==> src/rtl/bin2bcd_seq_n_bits_if.sv <==
// Start/busy/done handshake and BCD result bundle for bin2bcd_seq_n_bits.
// The optional blank vector is present only when BCD_LEADING_BLANK_EN is defined.
interface bin2bcd_seq_n_bits_if #(
  parameter int unsigned N      = 16,
  parameter int unsigned DIGITS = 5
);
  logic                  start;
  logic [N-1:0]          bin;
  logic                  busy;
  logic                  done;
  logic [4*DIGITS-1:0]   bcd;
  logic                  ovf;
`ifdef BCD_LEADING_BLANK_EN
  logic [DIGITS-1:0]     blank;

  modport master (output start, bin, input busy, done, bcd, ovf, blank);
  modport slave  (input start, bin, output busy, done, bcd, ovf, blank);
`else
  modport master (output start, bin, input busy, done, bcd, ovf);
  modport slave  (input start, bin, output busy, done, bcd, ovf);
`endif
endinterface

==> src/rtl/bin2bcd_seq_n_bits.sv <==
// Sequential double-dabble binary-to-BCD converter, one input bit per clock.
// Optional macro BCD_LEADING_BLANK_EN adds a registered leading-zero blank vector.
module bin2bcd_seq_n_bits #(
  parameter int unsigned N      = 16,
  parameter int unsigned DIGITS = 5
) (
  input  logic                   clk,
  input  logic                   aclr,
  bin2bcd_seq_n_bits_if.slave    bus
);

  localparam int unsigned BW = 4 * DIGITS;
  localparam int unsigned CW = $clog2(N + 1);

  localparam logic [0:0] S_IDLE  = 1'b0;
  localparam logic [0:0] S_SHIFT = 1'b1;

  logic [0:0]    state_q, state_d;
  logic [N-1:0]  bin_q,   bin_d;
  logic [BW-1:0] work_q,  work_d;
  logic          ovfw_q,  ovfw_d;
  logic [CW-1:0] cnt_q,   cnt_d;
  logic          busy_q,  busy_d;
  logic          done_q,  done_d;
  logic [BW-1:0] bcd_q,   bcd_d;
  logic          ovf_q,   ovf_d;
  logic [BW-1:0] adj_c;

`ifdef BCD_LEADING_BLANK_EN
  localparam logic [DIGITS-1:0] BLANK_RST = ~(DIGITS'(1));
  logic [DIGITS-1:0] blank_q, blank_d;
`endif

  // Add-3 correction on every working digit that would overflow when doubled
  always_comb begin
    adj_c = work_q;
    for (int k = 0; k < int'(DIGITS); k++) begin
      if (work_q[4*k +: 4] >= 4'd5) adj_c[4*k +: 4] = work_q[4*k +: 4] + 4'd3;
    end
  end

  always_comb begin
    state_d = state_q;
    bin_d   = bin_q;
    work_d  = work_q;
    ovfw_d  = ovfw_q;
    cnt_d   = cnt_q;
    busy_d  = busy_q;
    done_d  = 1'b0;
    bcd_d   = bcd_q;
    ovf_d   = ovf_q;
`ifdef BCD_LEADING_BLANK_EN
    blank_d = blank_q;
`endif
    case (state_q)
      S_IDLE: begin
        busy_d = 1'b0;
        if (bus.start) begin
          bin_d   = bus.bin;
          work_d  = '0;
          ovfw_d  = 1'b0;
          cnt_d   = CW'(N);
          busy_d  = 1'b1;
          state_d = S_SHIFT;
        end
      end
      S_SHIFT: begin
        work_d = {adj_c[BW-2:0], bin_q[N-1]};
        bin_d  = {bin_q[N-2:0], 1'b0};
        ovfw_d = ovfw_q | adj_c[BW-1];
        cnt_d  = cnt_q - CW'(1);
        if (cnt_q == CW'(1)) begin
          bcd_d   = work_d;
          ovf_d   = ovfw_d;
          done_d  = 1'b1;
          busy_d  = 1'b0;
          state_d = S_IDLE;
`ifdef BCD_LEADING_BLANK_EN
          // Scan from the top digit down; digit 0 always stays lit
          begin
            logic hi_zero;
            hi_zero = 1'b1;
            for (int k = int'(DIGITS) - 1; k >= 1; k--) begin
              hi_zero    = hi_zero && (work_d[4*k +: 4] == 4'd0);
              blank_d[k] = hi_zero;
            end
            blank_d[0] = 1'b0;
          end
`endif
        end
      end
      default: state_d = S_IDLE;
    endcase
  end

  always_ff @(posedge clk or negedge aclr) begin
    if (!aclr) begin
      state_q <= S_IDLE;
      bin_q   <= '0;
      work_q  <= '0;
      ovfw_q  <= 1'b0;
      cnt_q   <= '0;
      busy_q  <= 1'b0;
      done_q  <= 1'b0;
      bcd_q   <= '0;
      ovf_q   <= 1'b0;
`ifdef BCD_LEADING_BLANK_EN
      blank_q <= BLANK_RST;
`endif
    end else begin
      state_q <= state_d;
      bin_q   <= bin_d;
      work_q  <= work_d;
      ovfw_q  <= ovfw_d;
      cnt_q   <= cnt_d;
      busy_q  <= busy_d;
      done_q  <= done_d;
      bcd_q   <= bcd_d;
      ovf_q   <= ovf_d;
`ifdef BCD_LEADING_BLANK_EN
      blank_q <= blank_d;
`endif
    end
  end

  assign bus.busy = busy_q;
  assign bus.done = done_q;
  assign bus.bcd  = bcd_q;
  assign bus.ovf  = ovf_q;
`ifdef BCD_LEADING_BLANK_EN
  assign bus.blank = blank_q;
`endif

endmodule

==> src/flat_wrapper.sv <==
// flat-port wrapper written by rule: the top's interface ports become plain ports
module bin2bcd_seq_n_bits_flat 
#(
  parameter int unsigned N      = 16,
  parameter int unsigned DIGITS = 5
)
  (clk, aclr, bus_start, bus_bin, bus_busy, bus_done, bus_bcd, bus_ovf);
  bin2bcd_seq_n_bits_if #(.N(N), .DIGITS(DIGITS)) bus_i ();
  input  logic clk;
  input  logic aclr;
  input wire logic [$bits(bus_i.start)-1:0] bus_start;
  input wire logic [$bits(bus_i.bin)-1:0] bus_bin;
  output wire logic [$bits(bus_i.busy)-1:0] bus_busy;
  output wire logic [$bits(bus_i.done)-1:0] bus_done;
  output wire logic [$bits(bus_i.bcd)-1:0] bus_bcd;
  output wire logic [$bits(bus_i.ovf)-1:0] bus_ovf;
  assign bus_i.start = bus_start;
  assign bus_i.bin = bus_bin;
  assign bus_busy = bus_i.busy;
  assign bus_done = bus_i.done;
  assign bus_bcd = bus_i.bcd;
  assign bus_ovf = bus_i.ovf;
  bin2bcd_seq_n_bits #(.N(N), .DIGITS(DIGITS)) u_core (.clk(clk), .aclr(aclr), .bus(bus_i));
endmodule
==> config.mk <==
export PLATFORM = sky130hd
export DESIGN_NAME = bin2bcd_seq_n_bits_flat
export DESIGN_NICKNAME = d
export VERILOG_FILES = /design/src/rtl/bin2bcd_seq_n_bits_if.sv /design/src/rtl/bin2bcd_seq_n_bits.sv /design/src/flat_wrapper.sv
export SDC_FILE = /design/constraint.sdc
export NUM_CORES = 1
export LEC_CHECK = 0
export CAP_MARGIN = 20
export CORE_MARGIN = 1.5
export CORE_UTILIZATION = 45
export CTS_BUF_LIST = sky130_fd_sc_hd__clkbuf_4 sky130_fd_sc_hd__clkbuf_8
export DETAILED_ROUTE_END_ITERATION = 16
export GPL_ROUTABILITY_DRIVEN = 1
export PLACE_DENSITY_LB_ADDON = 0.2
export RECOVER_POWER = 25
export SLEW_MARGIN = 25
export SYNTH_ARGS = -nofsm -noshare
export SYNTH_HDL_FRONTEND = slang
export SYNTH_SLANG_ARGS = --single-unit
==> constraint.sdc <==
create_clock -name clk -period 3.2 [get_ports clk]
set_input_delay 0.64 -clock clk [delete_from_list [all_inputs] [get_ports clk]]
set_output_delay 0.64 -clock clk [all_outputs]
set_load 0.02 [all_outputs]
==> flow_metrics.py, run 1 <==
metrics = {
    "clock_tree": {
        "cts_setup_buffers": 0,
        "ctsResizeCount": 0,
        "cts_root_buf": "clkbuf_8",
        "cts_tree": "done",
        "ctsLongestPathBuffers": 2,
        "cts_max_level": 3,
        "cts_sinks": 66,
        "cts-buffers-inserted": 9,
        "clkLatencyLatePin_ps": 340,
        "clk_pin_slew_ps": 70,
        "hold_buffers": 0,
    },
    "route": {
        "top_layer": "met4",
        "wl_met3_um": 152,
        "wl_per_cell_um": 13.5,
        "dr_wl_met2_um": 2810,
        "routedLengthMet1_um": 2860,
        "first_pass_iters": 4,
        "routed_wl_um": 5980,
        "ant_nets": 0,
        "via_per_inst": 4.92,
        "drc": 0,
        "num_vias": 2174,
        "drt-initial-drc-count": 101,
    },
    "final_layout": {
        "area_growth_pct": 23.0,
        "stdcell_area_um2": 3950,
        "final_nets": 372,
        "final_common_cell": "dfrtp_1",
        "fillCellCount": 610,
        "antennaDiodeCount": 0,
        "drive_gt1_share_pct": 11.3,
        "layout_common_cells": "dfrtp_1 (65), nand2_1 (45), clkdlybuf4s50_1 (40)",
    },
    "global_routing": {
        "grt_pass1_wl_um": 10600,
        "antenna_found_initial": 0,
        "grt_use_total_pct": 18.2,
        "grt_max_degree": 58,
        "grt_pass1_vias": 2246,
        "gr-total-overflow": 0,
    },
    "floorplan": {
        "die-area_um2": 7640,
        "ioPinCount": 42,
        "die_height_um": 87.4,
        "coreArea_um2": 6830,
        "start_util_pct": 46.9,
        "rows": 30,
        "die_w_um": 87.4,
    },
    "synth": {
        "synthTopCellsByArea": "dfrtp_1 (52%), mux2i_1 (10%), nand2_1 (5.3%), ha_1 (4.7%), o21ai_0 (4.7%)",
        "synthXorXnorAreaFrac_pct": 1.91,
        "synth_top_family_by_area": "multiplexers",
        "synth.net_count": 331,
        "synth-adder-area-share_pct": 4.68,
        "synth_seq_area_share_pct": 51.5,
        "synth_compound_area_share_pct": 11.5,
        "synthFlopType": "dfrtp_1",
        "yosys_warnings": 0,
        "ys_ff_latch": 66,
        "synthSimpleGateAreaFrac_pct": 12.6,
        "syn_area_um2": 3210,
        "yosys-mux-area-fraction_pct": 13.4,
        "yosys.area.top_type": "dfrtp_1",
        "async_reset_ff_share_pct": 100,
        "yosysUniqueCellTypes": 33,
        "synth_edf_count": 0,
        "synth_cells": 300,
        "avgSynthCellArea_um2": 10.7,
        "synth_top_area_share_pct": 51.5,
    },
    "setup_path": {
        "reg2reg_to": "u_core.cnt_q[0]",
        "endpoint": "bus_bcd[0]",
        "critical_path_class": "flip-flop to output pin",
        "crit_family": "buffers and inverters",
        "cp_slowest_cell": "clkdlybuf4s50_1",
        "r2r-start": "u_core.state_q",
        "worstPathMaxFanout": 2,
        "reg2reg_depth": 3,
        "cpPeakStageDelay_ps": 620,
        "crit_required_ps": 2560,
        "end_kind": "output pin",
        "arrival_ps": 1320,
        "path_buf_inv": 1,
        "cp_cell_sequence": "clkdlybuf4s50_1",
        "reg2reg_slack_ps": 1360,
        "crit_start": "u_core.bus.bcd[0]",
        "worstSetupStartpointType": "flip-flop",
        "cp_num_cells": 1,
    },
    "power": {
        "power.density_nw_per_um2": 1040,
        "peakVddDrop_uv": 486,
        "p_leak_nw": 1.85,
        "power_frac_seq_pct": 36.4,
        "swShare_pct": 36.3,
        "clkPwrFrac_pct": 21.8,
        "intPower_w": 0.00260,
        "comb_power_share_pct": 41.8,
        "p_switching_w": 0.00148,
    },
    "worst_hold_path": {
        "hold_class": "flip-flop to flip-flop",
    },
    "placed_design": {
        "dp_hpwl_um": 4080,
        "portBuffers": 41,
        "place_area_um2": 3690,
        "gp_congestion": 0.785,
    },
    "timing": {
        "finalMaxSlewViolations": 31,
        "period_share_pct": 61.4,
        "fmax_mhz": 509,
        "grt_setup_unrepaired": "false",
        "skew_ps": 6.50,
        "finalCriticalPeriod_ps": 1960,
        "hold_viol": 0,
        "worst_pin_slew_ps": 1700,
        "tns_ps": 0,
        "setup_viol": 0,
        "slew_headroom_pct": -13.1,
    },
    "job": {
        "cap_viol_max_count": 1,
    },
    "status": {
        "violations": "capacitance limit, slew limit",
        "status": "finished, violations left",
    },
}
state kept, by name, summed over array words and instances, names as in the netlist:
signal,flops
u_core.bin_q,16
u_core.bus.bcd,20
u_core.bus.busy,1
u_core.bus.done,1
u_core.bus.ovf,1
u_core.cnt_q,5
u_core.ovfw_q,1
u_core.state_q,1
u_core.work_q,20
per-layer routing:
metal / GRT usage (%) / vias up
met2: 29.5 / 31
met1: 23.0 / 1022
met3: 3.79 / 15
met4: 8.95 / 0
li1: - / 1106
met5: 0 / -
cell usage after synthesis, drive strengths merged (2+ instances only):
master / instances
nor3: 4
inv: 14
clkbuf: 2
nor2: 6
nand3: 2
nand2: 45
dfrtp: 66
mux2i: 32
buf: 13
nor3b: 16
mux2: 9
xnor2: 5
xor2: 2
o21ai: 38
a21oi: 16
a21o: 6
ha: 12
o31ai: 2
nand2b: 6
layout make-up:
class | instances | area [um^2] | area share, %
inverter | 14 | 52.6 | 1.33
tap | 96 | 120 | 3.04
multi-input combinational | 205 | 1420 | 35.9
clock inverter | 4 | 97.6 | 2.47
sequential | 66 | 1650 | 41.9
timing repair buffer | 45 | 447 | 11.3
clock buffer | 12 | 159 | 4.03
tightest hold or removal path: cells and delay by family (launching register included):
| kind | cells | cell delay (ps) |
|---|---|---|
| flip-flops | 1 | 340 |
| AND/OR/NAND/NOR | 1 | 50 |
| AO/OA/AOI/OAI | 1 | 60 |
metrics by stage:
stage	setup slack (ps)	power, W	hold WS (ps)	util (%)	cells
2_1_floorplan	1680	0.00269	344	-	300
3_3_place_gp	974	0.00316	461	54.0	426
3_5_place_dp	928	0.00323	470	54.0	426
4_1_cts	1220	0.00413	367	57.8	442
5_1_grt	1050	0.00440	512	57.7	442
6_report	1240	0.00409	481	57.7	442
power groups by stage:
stage	logic [W]	clock network (W)	registers [W]
final	0.00171	0.000889	0.00149
after global routing	0.00191	0.000939	0.00154
after CTS	0.00173	0.000906	0.00149
after detailed placement	0.00173	0	0.00150
after global placement	0.00167	0	0.00149
after floorplan	0.00112	0	0.00157
cells by family (layout without fill, tap and decap cells):
logic type | after synthesis | in the layout
xor+xnor | 7 | 7
flops | 66 | 66
compound gates | 64 | 64
fa+ha+maj | 12 | 12
simple gates | 81 | 81
mux | 41 | 41
buf+inv | 29 | 75
worst min-delay path by stage:
stage,from,to,slack (ps),cells after the start
final,u_core.bus.bcd[16],u_core.bus.bcd[16],480,2
after global routing,u_core.bin_q[8],u_core.bin_q[9],510,2
after CTS,aclr,u_core.bin_q[12],370,1
after detailed placement,u_core.bus.bcd[12],u_core.bus.bcd[12],470,2
after global placement,u_core.bus.bcd[3],u_core.bus.bcd[3],460,2
after floorplan,aclr,u_core.bin_q[0],340,0
Power figures use the tool's default switching activity.
==> run 2, diff against run 1 <==
==> constraint.sdc (replaced) <==
create_clock -name clk -period 2 [get_ports clk]
set_input_delay 0.4 -clock clk [delete_from_list [all_inputs] [get_ports clk]]
set_output_delay 0.4 -clock clk [all_outputs]
set_load 0.02 [all_outputs]
==> flow_metrics.py, run 2 (synthesis results as in run 1) <==
metrics = {
    "clock_tree": {
        "clk_pin_slew_ps": 80,
        "cts_root_buf": "clkbuf_8",
        "cts_max_level": 3,
        "cts-buffers-inserted": 9,
        "cts_tree": "done",
        "clkLatencyLatePin_ps": 350,
        "hold_buffers": 0,
        "ctsResizeCount": 0,
        "cts_sinks": 66,
        "cts_setup_buffers": 0,
        "ctsLongestPathBuffers": 2,
    },
    "global_routing": {
        "grt_max_degree": 29,
        "grt_use_total_pct": 18.0,
        "grt_pass1_vias": 2247,
        "gr-total-overflow": 0,
        "grt_pass1_wl_um": 10500,
        "antenna_found_initial": 0,
    },
    "placed_design": {
        "gp_congestion": 0.804,
        "dp_hpwl_um": 3920,
        "dpl.cell_count": 430,
        "portBuffers": 41,
    },
    "floorplan": {
        "die-area_um2": 7640,
        "start_util_pct": 46.9,
        "die_height_um": 87.4,
        "coreArea_um2": 6830,
        "die_w_um": 87.4,
        "rows": 30,
        "ioPinCount": 42,
    },
    "worst_hold_path": {
        "hold_class": "input pin to async pin",
    },
    "final_layout": {
        "final_common_cell": "dfrtp_1",
        "area_growth_pct": 23.2,
        "fillCellCount": 621,
        "final_cells": 446,
        "layout_common_cells": "dfrtp_1 (65), nand2_1 (45), clkdlybuf4s50_1 (40)",
        "final_nets": 376,
        "drive_gt1_share_pct": 12.3,
        "antennaDiodeCount": 0,
    },
    "route": {
        "first_pass_iters": 4,
        "num_vias": 2219,
        "drt-initial-drc-count": 56,
        "ant_nets": 0,
        "routed_wl_um": 5860,
        "via_per_inst": 4.98,
        "drc": 0,
        "wl_per_cell_um": 13.1,
    },
    "setup_path": {
        "crit_family": "buffers and inverters",
        "crit_required_ps": 1600,
        "cp_cell_sequence": "clkdlybuf4s50_1",
        "worstPathMaxFanout": 2,
        "cp_slowest_cell": "clkdlybuf4s50_1",
        "critical_path_class": "flip-flop to output pin",
        "path_buf_inv": 1,
        "arrival_ps": 1320,
        "crit_start": "u_core.bus.bcd[6]",
        "reg2reg_depth": 6,
        "end_kind": "output pin",
        "worstSetupStartpointType": "flip-flop",
        "reg2reg_to": "u_core.work_q[2]",
        "r2r-start": "u_core.work_q[0]",
        "cpPeakStageDelay_ps": 610,
        "reg2reg_slack_ps": 280,
    },
    "status": {
        "status": "completed",
    },
    "power": {
        "p_leak_nw": 1.86,
        "peakVddDrop_uv": 667,
        "total_power_w": 0.00639,
        "power.density_nw_per_um2": 1620,
    },
    "timing": {
        "grt_setup_unrepaired": "false",
        "worst_pin_slew_ps": 1140,
        "finalMaxSlewViolations": 0,
        "skew_ps": 14.1,
        "fmax_mhz": 580,
        "tns_ps": 0,
        "hold_viol": 0,
        "setup_viol": 0,
        "slew_headroom_pct": 24.2,
        "finalCriticalPeriod_ps": 1720,
        "period_share_pct": 86.1,
    },
    "job": {
        "cap_viol_max_count": 0,
    },
}
==> run 2: cell count changes in the layout (fill, tap and decap cells not counted), sizes merged <==
| cell | delta |
|---|---|
| buf | +3 |
| bufinv | -1 |
| clkbuf | +1 |
| clkinv | +1 |
==> run 2: stage by stage <==
stage | area (um^2) | hold slack, ps | utilization (%) | worst slack (ps)
after floorplan | 3210 | 104 | - | 478
after global placement | 3740 | 398 | 54.8 | 239
after detailed placement | 3740 | 407 | 54.8 | 195
after CTS | 3970 | 30.1 | 58.1 | 256
after global routing | 3950 | 361 | 57.8 | 139
final | 3950 | 255 | 57.8 | 277
==> run 2: layer usage <==
metal | routed length, um | track usage (%)
met4 | 121 | 7.79
met5 | 0 | 0
met2 | 2770 | 29.1
met3 | 145 | 3.98
met1 | 2820 | 23.1
==> run 2: worst max-delay path by stage <==
stage	end	slack, ps	depth (start not counted)
2_1_floorplan	u_core.work_q[2]	480	6
3_3_place_gp	u_core.bin_q[3]	240	4
3_5_place_dp	u_core.ovfw_q	200	4
4_1_cts	bus_bcd[6]	260	1
5_1_grt	u_core.work_q[2]	140	6
6_report	bus_bcd[6]	280	1
==> run 2: layout make-up <==
class / instances / area [um^2] / area share, %
clock buffers: 12 / 146 / 3.70
clock inverters: 4 / 76.3 / 1.93
inverters: 14 / 52.6 / 1.33
multi-input cells: 205 / 1420 / 35.8
flip-flops and latches: 66 / 1650 / 41.8
well taps: 96 / 120 / 3.04
repair buffers: 49 / 487 / 12.3
==> run 2: worst register-to-register path: stages, from the launching register on <==
cell and delay [ps]:
dfrtp_1 390, inv_1 130, ha_1 270, nand2b_1 100
a21oi_1 240, mux2_2 390, mux2i_1 130
==> run 2: where the power goes <==
group,total (W),internal [W],switching (W)
combinational,0.00278,0.00137,0.00141
clock,0.00127,0.000747,0.000524
sequential,0.00234,0.00191,0.000431
==> run 3, diff against run 2 <==
--- a/config.mk
+++ b/config.mk
@@ -7,7 +7,7 @@
 export LEC_CHECK = 0
 export CAP_MARGIN = 20
 export CORE_MARGIN = 1.5
-export CORE_UTILIZATION = 45
+export CORE_UTILIZATION = 35
 export CTS_BUF_LIST = sky130_fd_sc_hd__clkbuf_4 sky130_fd_sc_hd__clkbuf_8
 export DETAILED_ROUTE_END_ITERATION = 16
 export GPL_ROUTABILITY_DRIVEN = 1
==> constraint.sdc (replaced) <==
create_clock -name clk -period 1.9 [get_ports clk]
set_input_delay 0.38 -clock clk [delete_from_list [all_inputs] [get_ports clk]]
set_output_delay 0.38 -clock clk [all_outputs]
set_load 0.02 [all_outputs]
==> flow_metrics.py, run 3 (synthesis results as in run 1) <==
metrics = {
    "status": {
        "status": "finished, violations left",
        "violations": "DRC",
    },
    "final_layout": {
        "area_growth_pct": 23.3,
        "fillCellCount": 848,
        "final_nets": 376,
        "antennaDiodeCount": 0,
        "multi_input_area_um2": 1420,
        "seqCellArea_um2": 1650,
        "final_common_cell": "dfrtp_1",
        "finish.utilization_pct": 44.9,
        "drive_gt1_share_pct": 12.6,
        "layout_common_cells": "dfrtp_1 (65), nand2_1 (45), clkdlybuf4s50_1 (40)",
    },
    "timing": {
        "period_share_pct": 89.9,
        "fmax_mhz": 586,
        "worst_pin_slew_ps": 1470,
        "hold_viol": 0,
        "grt_setup_unrepaired": "false",
        "skew_ps": 11.6,
        "slew_headroom_pct": 1.96,
        "finalCriticalPeriod_ps": 1710,
        "finalMaxSlewViolations": 0,
        "whs_ps": 477,
        "setup_viol": 0,
        "tns_ps": 0,
    },
    "clock_tree": {
        "cts_setup_buffers": 0,
        "cts_max_level": 3,
        "ctsResizeCount": 0,
        "cts_root_buf": "clkbuf_8",
        "ctsLongestPathBuffers": 2,
        "clkLatencyLatePin_ps": 340,
        "cts_sinks": 66,
        "cts_tree": "done",
        "clk_pin_slew_ps": 70,
        "cts-buffers-inserted": 9,
        "hold_buffers": 0,
    },
    "route": {
        "via_per_inst": 4.79,
        "ant_nets": 0,
        "routed_wl_um": 6030,
        "num_vias": 2192,
        "drc": 3,
        "routedLengthMet1_um": 3100,
        "drt-initial-drc-count": 123,
        "dr_wl_met2_um": 2670,
        "wl_met3_um": 131,
        "top_layer": "met4",
        "first_pass_iters": 12,
        "wl_per_cell_um": 13.2,
    },
    "power": {
        "power.density_nw_per_um2": 1700,
        "p_leak_nw": 1.86,
        "peakVddDrop_uv": 645,
    },
    "floorplan": {
        "ioPinCount": 42,
        "die_w_um": 98.7,
        "die_height_um": 98.7,
        "die-area_um2": 9750,
        "coreArea_um2": 8810,
        "rows": 34,
        "start_util_pct": 36.4,
    },
    "setup_path": {
        "end_kind": "output pin",
        "worstSetupStartpointType": "flip-flop",
        "path_buf_inv": 1,
        "reg2reg_slack_ps": 200,
        "worstPathMaxFanout": 2,
        "critical_path_class": "flip-flop to output pin",
        "crit_required_ps": 1520,
        "crit_family": "buffers and inverters",
        "cp_slowest_cell": "clkdlybuf4s50_1",
        "arrival_ps": 1330,
        "cpPeakStageDelay_ps": 610,
        "cp_cell_sequence": "clkdlybuf4s50_1",
    },
    "global_routing": {
        "antenna_found_initial": 0,
        "grt_pass1_vias": 2122,
        "grt_pass1_wl_um": 10300,
        "grt_use_total_pct": 13.5,
        "gr-total-overflow": 0,
        "grt_max_degree": 67,
    },
    "placed_design": {
        "dp_hpwl_um": 3990,
        "gp_congestion": 0.714,
        "portBuffers": 41,
    },
    "job": {
        "cap_viol_max_count": 0,
    },
    "worst_hold_path": {
        "hold_class": "flip-flop to flip-flop",
    },
}
[run 3: cell types whose count changed in the layout (fill, tap and decap cells not counted), sizes merged]
cell and delta:
clkbuf -4, clkinv +3, buf +2, clkinvlp -1
[run 3: power breakdown]
group,leakage (nW),switching (W),internal [W]
Sequential,0.836,0.000462,0.00201
Clock,0.114,0.000573,0.000758
Combinational,0.911,0.00149,0.00144
[run 3: layout make-up]
class	instances	area share (%)
timing repair buffer	49	12.0
inverter	14	1.33
clock buffer	10	3.32
clock inverter	6	2.31
multi-input combinational	205	35.8
sequential	66	41.8
tap	108	3.42
[run 3: layer usage]
layer | track usage [%] | vias up
li1 | - | 1115
met3 | 2.34 | 9
met5 | 0 | -
met1 | 18.9 | 1041
met2 | 20.1 | 27
met4 | 6.92 | 0
[run 3: final timing paths]
path                       depth (start not counted)               from           endpoint
max reg2reg                                        6   u_core.work_q[0]   u_core.work_q[2]
min                                                2  u_core.bus.bcd[3]  u_core.bus.bcd[3]
min in group asynchronous                          2               aclr    u_core.bin_q[3]
min reg2reg                                        2  u_core.bus.bcd[3]  u_core.bus.bcd[3]
max in group asynchronous                          2               aclr     u_core.state_q
max                                                1  u_core.bus.bcd[6]         bus_bcd[6]
[run 3: stage by stage]
step | area [um^2] | setup WS, ps | power, W | cells
floorplan | 3210 | 378 | 0.00453 | 300
global placement | 3750 | 290 | 0.00537 | 442
detailed placement | 3750 | 201 | 0.00547 | 442
CTS | 3970 | 153 | 0.00684 | 458
global route | 3960 | 24.9 | 0.00727 | 458
finish | 3960 | 193 | 0.00673 | 458
